==> config.mk <==
export PLATFORM = sky130hd
export DESIGN_NAME = square8_seq
export DESIGN_NICKNAME = d
export VERILOG_FILES = /design/src/rtl/square8_seq.sv
export SDC_FILE = /design/constraint.sdc
export NUM_CORES = 1
export LEC_CHECK = 0
export BUFFER_PORTS_ARGS = -buffer_cell sky130_fd_sc_hd__buf_2
export CORE_MARGIN = 1.5
export CORE_UTILIZATION = 40
export CTS_CLUSTER_SIZE = 40
export DETAILED_ROUTE_END_ITERATION = 8
export PLACE_DENSITY = 0.61
export SLEW_MARGIN = 20
export SYNTH_ARGS = -nofsm -noshare
export SYNTH_HDL_FRONTEND = slang
export SYNTH_SLANG_ARGS = --single-unit
==> constraint.sdc <==
create_clock -name clk -period 2.17 [get_ports clk]
set_input_delay 0 -clock clk [delete_from_list [all_inputs] [get_ports clk]]
set_output_delay 0 -clock clk [all_outputs]
set_load 0.005 [all_outputs]
==> src/rtl/square8_seq.sv <==
// square8_seq: sequential shift-add squarer with valid/ready handshakes on both sides.
// Define SQUARE_RADIX4_EN to consume two multiplier bits per CALC cycle.
module square8_seq #(
    parameter int W = 4
) (
    input  logic           clk,
    input  logic           rst,
    input  logic           in_valid,
    output logic           in_ready,
    input  logic [W-1:0]   in_root,
    output logic           out_valid,
    input  logic           out_ready,
    output logic [2*W-1:0] out_square,
    output logic           busy
);

    localparam int CW = (W > 2) ? $clog2(W) : 1;
`ifdef SQUARE_RADIX4_EN
    localparam int STEPS = W / 2;
`else
    localparam int STEPS = W;
`endif
    localparam logic [CW-1:0] LAST = CW'(STEPS - 1);

    typedef enum logic [1:0] {
        IDLE,
        CALC,
        DONE
    } state_t;

    state_t         state_q;
    logic [2*W-1:0] acc_q;
    logic [2*W-1:0] acc_d;
    logic [2*W-1:0] mcand_q;
    logic [2*W-1:0] mcand_d;
    logic [W-1:0]   mplier_q;
    logic [W-1:0]   mplier_d;
    logic [CW-1:0]  cnt_q;
    logic [CW-1:0]  cnt_d;
    logic [2*W-1:0] sq_q;
    logic           rdy_q;
    logic           vld_q;
    logic           busy_q;

    // One shift-add step of the multiplier, applied while in CALC
    always_comb begin
        acc_d    = acc_q;
        mcand_d  = mcand_q;
        mplier_d = mplier_q;
        cnt_d    = cnt_q + 1'b1;
`ifdef SQUARE_RADIX4_EN
        acc_d    = acc_q
                 + (mplier_q[0] ? mcand_q : '0)
                 + (mplier_q[1] ? (mcand_q << 1) : '0);
        mcand_d  = mcand_q << 2;
        mplier_d = mplier_q >> 2;
`else
        acc_d    = acc_q + (mplier_q[0] ? mcand_q : '0);
        mcand_d  = mcand_q << 1;
        mplier_d = mplier_q >> 1;
`endif
    end

    // Control FSM and datapath registers; all outputs are registered
    always_ff @(posedge clk) begin
        if (rst) begin
            state_q  <= IDLE;
            acc_q    <= '0;
            mcand_q  <= '0;
            mplier_q <= '0;
            cnt_q    <= '0;
            sq_q     <= '0;
            rdy_q    <= 1'b1;
            vld_q    <= 1'b0;
            busy_q   <= 1'b0;
        end else begin
            unique case (state_q)
                IDLE: begin
                    if (in_valid) begin
                        state_q  <= CALC;
                        mcand_q  <= {{W{1'b0}}, in_root};
                        mplier_q <= in_root;
                        acc_q    <= '0;
                        cnt_q    <= '0;
                        rdy_q    <= 1'b0;
                        busy_q   <= 1'b1;
                    end
                end
                CALC: begin
                    acc_q    <= acc_d;
                    mcand_q  <= mcand_d;
                    mplier_q <= mplier_d;
                    cnt_q    <= cnt_d;
                    if (cnt_q == LAST) begin
                        state_q <= DONE;
                        sq_q    <= acc_d;
                        vld_q   <= 1'b1;
                    end
                end
                DONE: begin
                    if (out_ready) begin
                        state_q <= IDLE;
                        vld_q   <= 1'b0;
                        rdy_q   <= 1'b1;
                        busy_q  <= 1'b0;
                    end
                end
                default: begin
                    state_q <= IDLE;
                    vld_q   <= 1'b0;
                    rdy_q   <= 1'b1;
                    busy_q  <= 1'b0;
                end
            endcase
        end
    end

    assign in_ready   = rdy_q;
    assign out_valid  = vld_q;
    assign out_square = sq_q;
    assign busy       = busy_q;

endmodule
# Word level (Yosys, flattened, before mapping)

Index checks and enable logic that the tools add are counted.

Bits in registers: 35
Latch bits: 0
RAM bits: 0
ROM bits: 0
Input port bits: 8
Output and inout port bits: 11
Logic and storage cells: 47
Memories: 0

Add/sub/neg operators: 2
Multiply operators: 0
Div/mod/pow operators: 0
Magnitude comparators: 0
Eq/ne operators: 6
Shift operators: 0
Multiplexer cells: 21
Bitwise operators: 2
Reduce and logical (&&, ||, !) cells: 7

Operators by type and width:

| cell                                           | number |
|---|---|
| case mux 8 bit (2 select lines)                | 2 |
| two-way mux 8 bit                              | 3 |
| case mux 1 bit (3 select lines)                | 3 |
| AND reduction 3 bit                            | 3 |
| adder 8 bit                                    | 1 |
| two-way mux 2 bit                              | 4 |
| case mux 4 bit (2 select lines)                | 1 |
| != test 2 bit (second input constant)          | 3 |
| case mux 2 bit (3 select lines)                | 1 |
| two-way mux 1 bit                              | 5 |
| == test 2 bit (second input constant)          | 2 |
| two-way mux 4 bit                              | 1 |
| case mux 2 bit (2 select lines)                | 1 |
| AND reduction 2 bit                            | 2 |
| adder 2 x 1 -> 2 bit (second input constant)   | 1 |
| == test 2 x 1 -> 1 bit (second input constant) | 1 |
| zero test 2 bit                                | 1 |
| inverter 1 bit                                 | 2 |
| nonzero test 2 bit                             | 1 |

# Logic depth before layout (Yosys ltp)

Depth after elaboration: 3
Gate-level depth with buffers: 8
Depth with buffers taken out: 8

# Worst setup path after synthesis

No wires, ideal clock.

Path kind: register -> register
Start: register mplier_q[0]
End: register acc_q[6]
Library setup time: 0.129 ns
Data arrival time: 1.747 ns
Data required time: 2.041 ns
Slack: 0.294 ns
Stages on the path, launching flop included: 9
Path buffers: 0
Clock period less this slack: 1.876 ns
Cells stage by stage: dfxtp_1 > and2_1 > ha_1 > inv_1 > fa_1 > nor2b_1 > o31ai_1 > a211oi_1 > o21ai_0

Word-level cells in the longest chain between the ends: 3

RTL lines:

| what                            | line | text |
|---|---|---|
| start, declared                 | 36   | `logic [W-1:0] mplier_q;` |
| start signal, assigned          | 82   | `mplier_q <= in_root;` |
| start signal, assigned          | 92   | `mplier_q <= mplier_d;` |
| two-way mux 8 bit               | 58   | `acc_d = acc_q + (mplier_q[0] ? mcand_q : '0);` |
| adder 8 bit                     | 58   |  |
| case mux 8 bit (2 select lines) | 77   | `unique case (state_q)` |
| end signal, assigned            | 68   | `acc_q <= '0;` |
| end signal, assigned            | 83   | `acc_q <= '0;` |
| end signal, assigned            | 90   | `acc_q <= acc_d;` |
| end, declared                   | 32   | `logic [2*W-1:0] acc_q;` |

Every way passes these cells.
A chain may end at the register's enable or synchronous reset.

# Final worst setup path

Ends and elaborated chain as after synthesis.

==> flow_metrics.tcl <==
set metrics [dict create \
    status "finished, final reports clean" \
    numCtsBuffers 5 \
    maxSlewViolCount 0 \
    period_minus_slack_ps 1910 \
    wl_um 3630 \
    layout.nets 245 \
    met2WireLength_um 1600 \
    fin_ws_ps 261 \
    grt_antenna_before_repair 0 \
    wl_met1_um 1790 \
    path_max_fanout 9 \
    power.density_mw_per_mm2 679 \
    place_ws_ps 76.3 \
    via_per_inst 5.22 \
    post_synth.cell_area_avg_um2 8.38 \
    grt_setup_unrepaired "false" \
    leakagePower_nw 0.817 \
    initial_core_util_pct 42.4 \
    clk-insertion-delay-late_ps 290 \
    grt_pass1_vias 1238 \
    grt_usage_pct 16.8 \
    placedInstanceArea_mm2 0.00187 \
    clk_path_buf_depth 2 \
    ir_drop_v 0.000351 \
    slew_headroom_pct 54.1 \
    root_buffer "clkbuf_8" \
    dieWidth_um 68.8 \
    hold_violations 0 \
    syn_inst 207 \
    drtIter0Drc 125 \
    drc 0 \
    cts.sinks 35 \
    tightest_slew_ps 689 \
    endpoint_kind "flop" \
    fillers 408 \
    dpl.hpwl_um 2480 \
    gp_congestion 0.797 \
    die_area_mm2 0.00474 \
    hold_ws_ps 32.4 \
    num_vias 1455 \
    die-height_um 68.8 \
    synth_cell_types 37 \
    grt_max_degree 42 \
    overflow 0 \
    portBuffers 18 \
    start_kind "flop" \
    clkTransAtPathRegs_ps 80 \
    first_pass_iters 6 \
    tns_ps 0 \
    avgRoutedWirePerCell_um 13.0 \
    fin_area_mm2 0.00203 \
    finalPower_mw 1.38 \
    met3WireLength_um 167 \
    synth_area_mm2 0.00173 \
    ant_nets 0 \
    synthArstFlopShare_pct 0 \
    top_layer "met4" \
    antenna_cells 0 \
    cap_viol_max_count 0 \
    area_growth_pct 16.9 \
    crit_type "flop to flop" \
    crit_arrival_ps 2080 \
    ys_seq_area_share_pct 40.4 \
    finalCritPeriodShare_pct 88.0 \
    std_cell_rows 23 \
    fmax_mhz 524 \
    cts.htree.levels 2 \
    clock_skew_ps 7.32 \
    dominantRegCellSynth "dfxtp_1" \
    synth-edff-count 0 \
    cts_tree "built" \
    core_area_mm2 0.00409 \
    layout-drive-gt1-share_pct 15.3 \
    ys_warn_count 0 \
    ios 19 \
    grt_pass1_wl_um 5710 \
    syn_nets 224 \
    critPathRequiredTime_ps 2340 \
    hold_path_class "primary input to flop" \
    setup_violations 0 \
    ys_ff_latch 35 \
]
cell type report:
type                            count  area, um^2  area share (%)
Multi-Input combinational cell    156         978            48.3
Sequential cell                    35         702            34.6
Timing Repair Buffer               25         153            7.53
Clock buffer                        5        68.8            3.40
Tap cell                           50        62.6            3.09
Clock inverter                      3        43.8            2.16
Inverter                            5        18.8           0.926
cells in the mapped netlist, drive strengths merged (5+ instances only):
library cell / number / area, um^2
a21oi: 23 / 126
a22oi: 12 / 90.1
and2: 7 / 43.8
clkbuf: 8 / 30.0
dfxtp: 35 / 701
ha: 8 / 100
inv: 5 / 18.8
nand2: 18 / 67.6
nand2b: 6 / 37.5
nand3b: 7 / 52.6
nor2: 23 / 86.3
nor2b: 7 / 43.8
nor3: 5 / 25.0
o21ai: 6 / 30.0
cell families after synthesis:
| kind of cell | after synthesis | share of synthesized area, % |
|---|---|---|
| simple gates | 87 | 25.8 |
| fa+ha+maj | 9 | 6.93 |
| flops | 35 | 40.4 |
| buf+inv | 16 | 3.61 |
| compound gates | 58 | 22.2 |
| xor+xnor | 2 | 1.01 |
cell usage in the layout (no fill, tap or decap), types with 6 or more instances in the layout:
cell type / synthesis / final
a21oi_1: 22 / 22
a22oi_1: 12 / 12
and2_1: 7 / 7
buf_2: 2 / 18
dfxtp_1: 35 / 34
ha_1: 8 / 8
nand2_1: 18 / 18
nand2b_1: 6 / 6
nand3b_1: 7 / 7
nor2_1: 23 / 23
nor2b_1: 7 / 6
o21ai_0: 6 / 6
worst paths after layout:
| kind | from | endpoint | slack [ps] | cells after the start |
|---|---|---|---|---|
| min reg2reg | out_square[0]$_SDFFE_PP0P_ | out_square[0]$_SDFFE_PP0P_ | 450 | 2 |
| min | in_valid | state_q[0]$_SDFFE_PP0P_ | 30 | 3 |
| max | mplier_q[0]$_SDFFE_PP0P_ | acc_q[6]$_SDFFE_PP0P_ | 260 | 8 |
| max reg2reg | mplier_q[0]$_SDFFE_PP0P_ | acc_q[6]$_SDFFE_PP0P_ | 260 | 8 |
layer usage:
metal	track usage [%]	up-vias
met5	0	-
met4	8.33	0
met3	5.52	7
met2	24.5	28
met1	22.0	647
li1	-	773
where the power goes:
group | internal [mW] | total [mW] | switching, mW | leakage, nW
Sequential | 0.661 | 0.679 | 0.0175 | 0.285
Combinational | 0.0461 | 0.109 | 0.0633 | 0.474
Clock | 0.342 | 0.589 | 0.247 | 0.0581
Total | 1.05 | 1.38 | 0.328 | 0.817
sequential cells by signal (all words and copies together) (netlist names):
signal and cells:
state_q 2, in_ready 1, out_valid 1, mplier_q 4, acc_q 8, busy 1, out_square 8, cnt_q 2
mcand_q 8
repair_timing:
action                                  in CTS  in global routing
resized for setup                            0                  3
setup buffers                                0                  0
hold buffers                                 4                  0
hold endpoints to repair                     6                  0
endpoints found under the setup margin       0                  2
critical path: stages, from the launching register on:
cell      delay, ps
dfxtp_2         390
and2_1          140
ha_1            160
inv_1            50
fa_1            410
nor2b_2         170
o31ai_1         120
a211oi_2        240
o21ai_0         110
through the flow:
step                      std cells  util, %
final                           279     49.6
after detailed placement        267     45.7
after global routing            279     49.6
after CTS                       279     49.4
after global placement          267     45.7
after floorplan                 207        -
Note: power is estimated with default switching activity, not from simulation.
